File: src/rtl/up_host_seq_if.sv
// Processor-side bus of the host sequencer: Init/Enter/Input strobes out, Halt/Output back.
interface up_host_seq_if;
  logic       Init;
  logic       Enter;
  logic [7:0] Input;
  logic       Halt;
  logic [7:0] Output;

  modport master (output Init, Enter, Input, input Halt, Output);
  modport slave  (input Init, Enter, Input, output Halt, Output);
endinterface

File: src/rtl/up_host_seq.sv
// Host sequencer: feeds two operands to a GCD-style processor and collects the halted result; ~21 cycles to WAIT_HALT, start ignored while busy.
// Macro UP_HOST_CHECK_EN adds a subtractive reference GCD checker that gates DONE and drives chk_mismatch.
module up_host_seq #(
  parameter int SETUP_CYC   = 4,
  parameter int ENTER_CYC   = 2,
  parameter int GAP_CYC     = 8,
  parameter int TIMEOUT_CYC = 4096
) (
  input  logic              CLOCK,
  input  logic              RESET,
  input  logic              start,
  input  logic [7:0]        opA,
  input  logic [7:0]        opB,
  up_host_seq_if.master     proc,
  output logic              busy,
  output logic              done,
  output logic [7:0]        result,
  output logic [1:0]        err,
  output logic              chk_mismatch
);

  localparam int PH_SG  = (SETUP_CYC > GAP_CYC) ? SETUP_CYC : GAP_CYC;
  localparam int PH_MAX = (ENTER_CYC > PH_SG) ? ENTER_CYC : PH_SG;
  localparam int CNT_W  = $clog2(PH_MAX + 1);
  localparam int TO_W   = $clog2(TIMEOUT_CYC + 1);

  localparam logic [CNT_W-1:0] SETUP_LAST = CNT_W'(SETUP_CYC - 1);
  localparam logic [CNT_W-1:0] ENTER_LAST = CNT_W'(ENTER_CYC - 1);
  localparam logic [CNT_W-1:0] GAP_LAST   = CNT_W'(GAP_CYC - 1);
  localparam logic [TO_W-1:0]  TO_FULL    = TO_W'(TIMEOUT_CYC);

  typedef enum logic [3:0] {
    IDLE, INIT, SETUP_A, PULSE_A, GAP, SETUP_B, PULSE_B, WAIT_HALT, DONE
  } state_t;

  state_t           state, state_n;
  logic [CNT_W-1:0] cnt, cnt_n;
  logic [TO_W-1:0]  to_cnt, to_n;
  logic [7:0]       a_q, b_q, input_q;
  logic             halt_seen;
  logic             accept, zero_start, timeout, capture, halted, chk_ready;

  assign proc.Init  = (state == INIT);
  assign proc.Enter = (state == PULSE_A) || (state == PULSE_B);
  assign proc.Input = input_q;
  assign busy       = (state != IDLE);
  assign halted     = proc.Halt || halt_seen;

  always_comb begin
    state_n    = state;
    cnt_n      = cnt;
    to_n       = to_cnt;
    accept     = 1'b0;
    zero_start = 1'b0;
    timeout    = 1'b0;
    capture    = 1'b0;
    case (state)
      IDLE: begin
        cnt_n = '0;
        to_n  = '0;
        if (start) begin
          if ((opA == 8'd0) || (opB == 8'd0)) begin
            zero_start = 1'b1;
          end else begin
            accept  = 1'b1;
            state_n = INIT;
          end
        end
      end
      INIT: begin
        cnt_n   = '0;
        state_n = SETUP_A;
      end
      SETUP_A: begin
        if (cnt == SETUP_LAST) begin
          cnt_n   = '0;
          state_n = PULSE_A;
        end else begin
          cnt_n = cnt + CNT_W'(1);
        end
      end
      PULSE_A: begin
        if (cnt == ENTER_LAST) begin
          cnt_n   = '0;
          state_n = GAP;
        end else begin
          cnt_n = cnt + CNT_W'(1);
        end
      end
      GAP: begin
        if (cnt == GAP_LAST) begin
          cnt_n   = '0;
          state_n = SETUP_B;
        end else begin
          cnt_n = cnt + CNT_W'(1);
        end
      end
      SETUP_B: begin
        if (cnt == SETUP_LAST) begin
          cnt_n   = '0;
          state_n = PULSE_B;
        end else begin
          cnt_n = cnt + CNT_W'(1);
        end
      end
      PULSE_B: begin
        if (cnt == ENTER_LAST) begin
          cnt_n   = '0;
          to_n    = '0;
          state_n = WAIT_HALT;
        end else begin
          cnt_n = cnt + CNT_W'(1);
        end
      end
      WAIT_HALT: begin
        // Halt is captured once; afterwards we only wait for the checker.
        capture = proc.Halt && !halt_seen;
        if (halted) begin
          if (chk_ready) state_n = DONE;
        end else if ((to_cnt + TO_W'(1)) == TO_FULL) begin
          timeout = 1'b1;
          to_n    = '0;
          state_n = IDLE;
        end else begin
          to_n = to_cnt + TO_W'(1);
        end
      end
      DONE: begin
        state_n = IDLE;
      end
      default: begin
        state_n = IDLE;
      end
    endcase
  end

  always_ff @(posedge CLOCK) begin
    if (RESET) begin
      state     <= IDLE;
      cnt       <= '0;
      to_cnt    <= '0;
      a_q       <= 8'd0;
      b_q       <= 8'd0;
      input_q   <= 8'd0;
      result    <= 8'd0;
      err       <= 2'd0;
      done      <= 1'b0;
      halt_seen <= 1'b0;
    end else begin
      state  <= state_n;
      cnt    <= cnt_n;
      to_cnt <= to_n;
      done   <= zero_start || timeout || (state_n == DONE);
      if (accept) begin
        a_q       <= opA;
        b_q       <= opB;
        err       <= 2'd0;
        halt_seen <= 1'b0;
      end
      if (zero_start) err <= 2'd1;
      if (timeout)    err <= 2'd2;
      if (capture) begin
        result    <= proc.Output;
        halt_seen <= 1'b1;
      end
      // Input only moves at the start of a setup window, never around an Enter edge.
      if ((state_n == SETUP_A) && (state != SETUP_A)) input_q <= a_q;
      if ((state_n == SETUP_B) && (state != SETUP_B)) input_q <= b_q;
    end
  end

`ifdef UP_HOST_CHECK_EN
  logic [7:0] chk_x, chk_y;
  logic [7:0] final_res;

  assign chk_ready = (chk_x == chk_y);
  assign final_res = capture ? proc.Output : result;

  always_ff @(posedge CLOCK) begin
    if (RESET) begin
      chk_x        <= 8'd0;
      chk_y        <= 8'd0;
      chk_mismatch <= 1'b0;
    end else begin
      if (accept) begin
        chk_x        <= opA;
        chk_y        <= opB;
        chk_mismatch <= 1'b0;
      end else if (chk_x > chk_y) begin
        chk_x <= chk_x - chk_y;
      end else if (chk_y > chk_x) begin
        chk_y <= chk_y - chk_x;
      end
      if ((state == WAIT_HALT) && (state_n == DONE)) begin
        chk_mismatch <= (final_res != chk_x);
      end
    end
  end
`else
  assign chk_ready    = 1'b1;
  assign chk_mismatch = 1'b0;
`endif

endmodule

File: src/flat_wrapper.sv
// flat-port wrapper written by rule: the top's interface ports become plain ports
module up_host_seq_flat 
#(
  parameter int SETUP_CYC   = 4,
  parameter int ENTER_CYC   = 2,
  parameter int GAP_CYC     = 8,
  parameter int TIMEOUT_CYC = 4096
)
  (CLOCK, RESET, start, opA, opB, busy, done, result, err, chk_mismatch, proc_Init, proc_Enter, proc_Input, proc_Halt, proc_Output);
  up_host_seq_if proc_i ();
  input  logic CLOCK;
  input  logic RESET;
  input  logic start;
  input  logic [7:0] opA;
  input  logic [7:0] opB;
  output logic busy;
  output logic done;
  output logic [7:0] result;
  output logic [1:0] err;
  output logic chk_mismatch;
  output wire logic [$bits(proc_i.Init)-1:0] proc_Init;
  output wire logic [$bits(proc_i.Enter)-1:0] proc_Enter;
  output wire logic [$bits(proc_i.Input)-1:0] proc_Input;
  input wire logic [$bits(proc_i.Halt)-1:0] proc_Halt;
  input wire logic [$bits(proc_i.Output)-1:0] proc_Output;
  assign proc_Init = proc_i.Init;
  assign proc_Enter = proc_i.Enter;
  assign proc_Input = proc_i.Input;
  assign proc_i.Halt = proc_Halt;
  assign proc_i.Output = proc_Output;
  up_host_seq #(.SETUP_CYC(SETUP_CYC), .ENTER_CYC(ENTER_CYC), .GAP_CYC(GAP_CYC), .TIMEOUT_CYC(TIMEOUT_CYC)) u_core (.CLOCK(CLOCK), .RESET(RESET), .start(start), .opA(opA), .opB(opB), .proc(proc_i), .busy(busy), .done(done), .result(result), .err(err), .chk_mismatch(chk_mismatch));
endmodule
File: config.mk
export PLATFORM = sky130hd
export DESIGN_NAME = up_host_seq_flat
export DESIGN_NICKNAME = d
export VERILOG_FILES = /design/src/rtl/up_host_seq_if.sv /design/src/rtl/up_host_seq.sv /design/src/flat_wrapper.sv
export SDC_FILE = /design/constraint.sdc
export NUM_CORES = 1
export LEC_CHECK = 0
export BUFFER_PORTS_ARGS = -buffer_cell sky130_fd_sc_hd__buf_2
export CORE_MARGIN = 3
export CORE_UTILIZATION = 55
export DETAILED_ROUTE_END_ITERATION = 16
export PLACE_DENSITY = 0.82
export SLEW_MARGIN = 20
export SYNTH_ARGS = -nofsm -noshare
export SYNTH_HDL_FRONTEND = slang
export SYNTH_SLANG_ARGS = --single-unit
export TNS_END_PERCENT = 10
File: constraint.sdc
create_clock -name CLOCK -period 3.2 [get_ports CLOCK]
set_clock_uncertainty 0.05 [all_clocks]
set_input_delay 0.32 -clock CLOCK [delete_from_list [all_inputs] [get_ports CLOCK]]
set_output_delay 0.32 -clock CLOCK [all_outputs]
set_load 0.01 [all_outputs]
* Yosys cells after proc, flatten, opt, wreduce, memory -nomap -nowiden *
Index checks and enable logic that the tools add are counted.

cells by class
  add/subtract/negate cells = 2
  $mul = 0
  div/mod/pow operators = 0
  order comparisons = 0
  equal/unequal tests = 18
  shift-type cells = 0
  multiplexer cells = 35
  bitwise logic cells = 0
  reductions and logical operators = 24

operator list
  kind                                                             count
  4-bit two-way mux                                                12
  13-bit two-way mux                                               3
  13-bit case mux with 3 select lines                              1
  4-bit case mux with 8 select lines                               1
  4-bit by 3-bit == test with 1-bit output, second input constant  6
  4-bit by 2-bit == test with 1-bit output, second input constant  4
  8-bit zero test                                                  2
  8-bit two-way mux                                                2
  4-bit case mux with 4 select lines                               1
  13-bit by 1-bit adder with 13-bit output, second input constant  1
  13-bit == test, second input constant                            1
  1-bit two-way mux                                                12
  4-bit by 1-bit == test with 1-bit output, second input constant  2
  4-bit nonzero test                                               2
  2-bit OR reduction                                               4
  2-bit two-way mux                                                3
  2-bit nonzero test                                               3
  3-bit nonzero test                                               2
  1-bit logical OR                                                 5
  4-bit by 1-bit adder with 4-bit output, second input constant    1
  4-bit == test, second input constant                             1
  4-bit zero test                                                  1
  2-bit != test, second input constant                             2
  4-bit by 2-bit != test with 1-bit output, second input constant  1
  4 further kinds                                                  6

word-level totals
  bits in registers = 57
  bits in latches = 0
  memory bits (writable) = 0
  bits in read-only memories = 0
  input bits = 28
  output and inout bits = 23
  logic and storage cells = 90
  memories kept = 0

* Logic depth before layout (Yosys ltp) *
Gate-level depths: netlist of the first run.

  depth in word-level cells = 9
  depth in mapped cells = 9
  depth with buffers taken out = 8

* Least setup slack after synthesis of the first run *
Ideal clock, no wire load.

  path type = register to register
  from = reg u_core.to_cnt[1]
  to = reg u_core.to_cnt[11]
  setup time = 120 ps
  arrival = 2131 ps
  required time = 3030 ps
  slack = 899 ps
  cell stages (with the launch flop) = 9
  path buffers = 1
  clock period less this slack = 2301 ps
  path through = dfxtp_1 ha_1 inv_1 nor4_1 o21ai_1 a2111oi_4 buf_6 nor3_1 o31a_1

on the way
  word-level cells in the longest chain between the ends = 5

ends and longest elaborated chain
  what                                          line                                    RTL
  start, declared                               up_host_seq.sv:38                       logic [TO_W-1:0] to_cnt, to_n;
  start signal, assigned                        up_host_seq.sv:152                      to_cnt <= to_n;
  13-bit by 1-bit adder with 13-bit output (*)  up_host_seq.sv:120, up_host_seq.sv:125
  13-bit == test                                up_host_seq.sv:120                      end else if ((to_cnt + TO_W'(1)) == TO_FULL) begin
  13-bit two-way mux (*)                        up_host_seq.sv:120
  13-bit two-way mux (*)                        up_host_seq.sv:118                      if (halted) begin
  13-bit case mux with 3 select lines (*)       up_host_seq.sv:57                       case (state)

Mark *: on every way between the ends. The rest lies on a longest branch, timed or not. The select of a mux whose other input is x is not followed.
A chain may end at the register's enable or synchronous reset.

* Final worst setup path of the first run *
  from = reg u_core.to_cnt[1]
  to = reg u_core.to_cnt[4]

The elaborated chain is that of the path after synthesis.

==> results of run 1 <==
[per-stage QoR]
stage | total power [mW] | worst slack, ns | cell area (um^2) | hold WS (ns) | util (%)
floorplan | 0.8973 | 0.8994 | 2867 | 0.4042 | -
global placement | 0.9485 | 0.6728 | 3141 | 0.4172 | 64.36
detailed placement | 0.9519 | 0.5873 | 3141 | 0.4309 | 64.36
CTS | 1.717 | 0.5484 | 3369 | 0.1662 | 69.05
global route | 1.779 | 0.3440 | 3369 | 0.1769 | 69.05
finish | 1.705 | 0.5355 | 3369 | 0.1746 | 69.05
[cell usage after synthesis (all sizes together) (3+ instances only)]
| library cell | count |
|---|---|
| dfxtp | 57 |
| nor2 | 50 |
| mux2i | 35 |
| nand2 | 20 |
| a21oi | 17 |
| nor3 | 13 |
| inv | 12 |
| o21ai | 12 |
| clkbuf | 11 |
| buf | 10 |
| nand3 | 10 |
| nor4 | 7 |
| xnor2 | 6 |
| a211oi | 5 |
| nor3b | 5 |
| or3 | 5 |
| a2111oi | 4 |
| and4 | 4 |
| nand2b | 4 |
| nand4 | 4 |
| o31a | 4 |
| a22o | 3 |
| a31oi | 3 |
| ha | 3 |
| o31ai | 3 |
[registers in the layout, summed over array words and instances, names as in the netlist]
signal	cells
u_core.err	2
u_core.b_q	8
u_core.a_q	8
u_core.proc.Input	8
u_core.result	8
u_core.done	1
u_core.state	4
u_core.cnt	4
u_core.to_cnt	13
u_core.halt_seen	1
[metal layers]
layer  track usage, %  part of all wire (%)
met1            26.96                    46
met2            34.25                    46
met3            8.486                   5.5
met4            7.168                   1.8
met5                0                     0
[final timing paths]
path / cells past startpoint / startpoint / to / slack (ns)
setup / recovery: 8 / u_core.to_cnt[1]$_SDFFE_PP0P_ / u_core.to_cnt[4]$_SDFFE_PP0P_ / 0.54
hold / removal: 3 / proc_Output[4] / u_core.result[4]$_SDFFE_PP0P_ / 0.17
setup reg to reg: 8 / u_core.to_cnt[1]$_SDFFE_PP0P_ / u_core.to_cnt[4]$_SDFFE_PP0P_ / 0.54
hold reg to reg: 2 / u_core.cnt[1]$_SDFFE_PP0P_ / u_core.cnt[1]$_SDFFE_PP0P_ / 0.44
[kinds of logic (layout without fill, tap and decap cells)]
logic type | Yosys count | count (layout)
compound gates | 63 | 63
xor+xnor | 7 | 7
fa+ha+maj | 3 | 3
buf+inv | 34 | 83
flops | 57 | 57
mux | 35 | 35
other cells | 1 | 1
simple gates | 132 | 132
[power by group through the flow]
| stage | sequential (mW) | combinational (mW) | clock, mW |
|---|---|---|---|
| floorplan | 0.773 | 0.125 | 0 |
| global placement | 0.781 | 0.167 | 0 |
| detailed placement | 0.783 | 0.169 | 0 |
| CTS | 0.767 | 0.171 | 0.779 |
| global route | 0.772 | 0.191 | 0.815 |
| finish | 0.768 | 0.171 | 0.765 |
[area by class of cell]
| cell class | count | area (um^2) |
|---|---|---|
| multi-input cells | 241 | 1577 |
| fillers | 392 | 1510 |
| flip-flops and latches | 57 | 1141 |
| repair buffers | 55 | 290.3 |
| clock buffers | 13 | 168.9 |
| well taps | 67 | 83.83 |
| clock inverters | 2 | 60.06 |
| inverters | 13 | 48.80 |
[critical path, stage by stage (launching register included)]
cell,delay [ns]
dfxtp_1,0.49
ha_1,0.34
inv_1,0.12
nor4_1,0.27
o21ai_1,0.14
a2111oi_4,0.55
buf_4,0.26
nor4_1,0.07
a211o_1,0.27
==> results.cfg, run 1 <==
[status]
status = complete, no violations

[power_and_ir_drop]
switching_share_pct = 22.80
comb_power_share_pct = 10.0
ir_drop_mv = 0.4473
p_per_area_nw_per_um2 = 505.9
netSwitchingPower_mw = 0.3886
p_leak_nw = 1.395
seq_power_share_pct = 45.1
p_int_mw = 1.316
p_clk_share_pct = 44.9

[floorplanning]
die-area_um2 = 6114
die_y_um = 78.19
die_w_um = 78.19
rows = 25
io_pins = 51
start_util_pct = 58.74
core_area_um2 = 4880

[critical_path]
start_kind = flop
end_kind = flop
cp.arrival_ns = 2.83
cp_max_fo = 11
worst_ep_required_time_ns = 3.37
criticalPathCategory = flop to flop

[routing]
first_pass_iters = 6
final_antenna_net_count = 0
vias_per_cell = 5.641
vias = 2527
drtIter0Drc = 245
drt-total-wl_mm = 6.288
drc = 0
wire_per_inst_um = 14.04

[synthesis]
synth_compound_area_share_pct = 16.19
synth-xor-area-share_pct = 2.139
syn-num-nets = 363
synthMuxAreaShare_pct = 12.22
yosys.area.top_type = dfxtp_1
synth_top_family_by_area = simple AND/OR/NAND/NOR gates
yosysWarningCount = 0
synth_fa_ha_area_share_pct = 1.309
syn_inst = 332
avgSynthCellArea_um2 = 8.634
synth_largest_type_area_fraction_pct = 39.81
synthArstFlopShare_pct = 0
synth-edff-count = 0
syn_area_um2 = 2866
synthSimpleGateAreaFrac_pct = 22.78
yosysSeqAreaShare_pct = 39.81
synth-main-ff-cell = dfxtp_1
synthTopCellsByArea = dfxtp_1, mux2i_1, nor2_1, a21oi_1, nand2_1
ys_types = 50
ys_seq_elements = 57

[sta]
setup_viol = 0
fmax_mhz = 375.3
fin_setup_tns_ns = 0
worst_pin_slew_ns = 0.8367
slew-limit-headroom_pct = 44.22
drv_slew = 0
finalHoldViolCount = 0
min_period_over_period_pct = 83.27
period_needed_ns = 2.665
rsz0062_at_grt = no

[global_route]
grt_start_max_net_pins = 43
grt.overflow.total = 0
grt_pass1_wl_mm = 10.56
antenna_found_initial = 0
grtUsageTotal_pct = 21.64
grt_pass1_vias = 2336

[clocking]
cts_resized = 0
clkLatencyLatePin_ns = 0.33
root_buffer = clkbuf_8
holdBufCountCts = 0
cts_buffers = 9
clk_path_buf_depth = 2
cts_sinks = 57
postCtsSetupBuffers = 0
clkTransAtPathRegs_ns = 0.06
cts.htree.levels = 3
tritoncts = built

[run]
maxCapViolations = 0

[placed_design]
portBuffers = 49
place_hpwl_mm = 4.437
placed_cells_incl_taps = 433
place_congestion = 0.9306

[min_path]
min_path_type = input pin to flop

[final_layout]
layoutNonFillerInstCount = 448
nets = 408
final_common_cell = dfxtp_1
final_cell_mix = dfxtp_1, nor2_1, buf_2, mux2i_1, nand2_1
area_growth_pct = 17.55
antenna_cells = 0
drive_gt1_share_pct = 19.95
(Power assumes the default switching activity.)
==> run 2, diff against run 1 <==
==> constraint.sdc (replaced) <==
create_clock -name CLOCK -period 2.6 [get_ports CLOCK]
set_clock_uncertainty 0.05 [all_clocks]
set_input_delay 0.26 -clock CLOCK [delete_from_list [all_inputs] [get_ports CLOCK]]
set_output_delay 0.26 -clock CLOCK [all_outputs]
set_load 0.01 [all_outputs]
==> results.cfg, run 2 (synthesis results as in run 1) <==
[final_layout]
final_area_um2 = 3362
final_cell_mix = dfxtp_1, nor2_1, buf_2, mux2i_1, nand2_1
largest_register = u_core.to_cnt
area_growth_pct = 17.28
final_common_cell = dfxtp_1
drive_gt1_share_pct = 21.24
nets = 412
antenna_cells = 0
largest_reg_flops = 13

[floorplanning]
rows = 25
die-area_um2 = 6114
die_w_um = 78.19
die_y_um = 78.19
io_pins = 51
core_area_um2 = 4880
start_util_pct = 58.74

[sta]
period_needed_ns = 2.322
setup_viol = 0
fin_setup_tns_ns = 0
min_period_over_period_pct = 89.32
finalHoldViolCount = 0
worst_pin_slew_ns = 0.8032
fmax_mhz = 430.6
slew-limit-headroom_pct = 46.46
fin_hold_ws_ns = 0.08516
setup_slack_ns = 0.2776
drv_slew = 0
rsz0062_at_grt = no

[placed_design]
place_area_um2 = 3171
place_congestion = 0.9168
pre_cts_slack_ns = 0.3339
place_hpwl_mm = 4.609
portBuffers = 49

[routing]
wire_per_inst_um = 14.55
final_antenna_net_count = 0
drtIter0Drc = 173
vias_per_cell = 5.722
drt-total-wl_mm = 6.593
first_pass_iters = 4
drc = 0
vias = 2592

[clocking]
holdBufCountCts = 0
postCtsSetupBuffers = 0
clk_path_buf_depth = 2
tritoncts = built
cts_buffers = 9
cts.htree.levels = 3
clkTransAtPathRegs_ns = 0.07
cts_sinks = 57
clkLatencyLatePin_ns = 0.33
cts_resized = 0
root_buffer = clkbuf_8

[critical_path]
cp.arrival_ns = 2.50
cp_max_fo = 9
start_kind = flop
worst_ep_required_time_ns = 2.78
end_kind = flop
criticalPathCategory = flop to flop

[global_route]
antenna_found_initial = 0
grt_pass1_wl_mm = 11.37
grt.overflow.total = 0
grt_start_max_net_pins = 48
grt_pass1_vias = 2444
grtUsageTotal_pct = 23.28

[min_path]
min_path_type = input pin to flop

[run]
maxCapViolations = 0

[power_and_ir_drop]
p_per_area_nw_per_um2 = 574.4
p_leak_nw = 1.398
ir_drop_mv = 0.4926
power_mw = 1.931

[status]
status = complete, no violations
-- run 2: cell count changes in the layout (fill, tap and decap cells not counted), sizes merged --
| cell | change |
|---|---|
| buf | +4 |
| clkinv | +3 |
| bufinv | -2 |
| clkbuf | -1 |
| clkinvlp | +1 |
-- run 2: area by class of cell --
type	count	area [um^2]
Fill cell	428	1518
Sequential cell	57	1141
Multi-Input combinational cell	241	1577
Inverter	13	48.80
Clock buffer	12	165.2
Clock inverter	4	26.28
Tap cell	67	83.83
Timing Repair Buffer	59	320.3
-- run 2: layer usage --
| layer | track usage [%] | up-vias | wire [um] | part of all wire [%] |
|---|---|---|---|---|
| met1 | 28.91 | 1184 | 2837 | 43 |
| met4 | 11.01 | 0 | 178 | 2.7 |
| met3 | 6.422 | 16 | 508 | 7.7 |
| met5 | 0 | - | 0 | 0 |
| met2 | 37.33 | 99 | 3069 | 47 |
| li1 | - | 1293 | - | - |
-- run 2: report_power, final --
| part | switching, mW | internal [mW] |
|---|---|---|
| sequential | 0.0343 | 0.911 |
| clock | 0.349 | 0.421 |
| combinational | 0.118 | 0.0976 |
-- run 2: critical path, cell delays in order, from the launching register on --
cell and delay (ns):
dfxtp_1 0.34, ha_1 0.28, inv_1 0.12, nor4_1 0.31, o21ai_1 0.18, a2111oi_4 0.38
buf_4 0.22, nor4_1 0.06, a211o_1 0.27
-- run 2: metrics by stage --
step           utilization, %  instances
3_5_place_dp            64.97        437
5_1_grt                 68.90        453
2_1_floorplan               -        332
4_1_cts                 68.90        453
3_3_place_gp            64.97        437
6_report                68.90        453
-- run 2: worst paths after layout --
check,slack [ns],endpoint,depth (start not counted),from
max,0.28,u_core.to_cnt[4]$_SDFFE_PP0P_,8,u_core.to_cnt[1]$_SDFFE_PP0P_
min,0.09,u_core.to_cnt[0]$_SDFFE_PP0P_,2,RESET
max reg2reg,0.28,u_core.to_cnt[4]$_SDFFE_PP0P_,8,u_core.to_cnt[1]$_SDFFE_PP0P_
min reg2reg,0.44,u_core.proc.Input[5]$_SDFFE_PP0P_,2,u_core.b_q[5]$_SDFFE_PP0P_
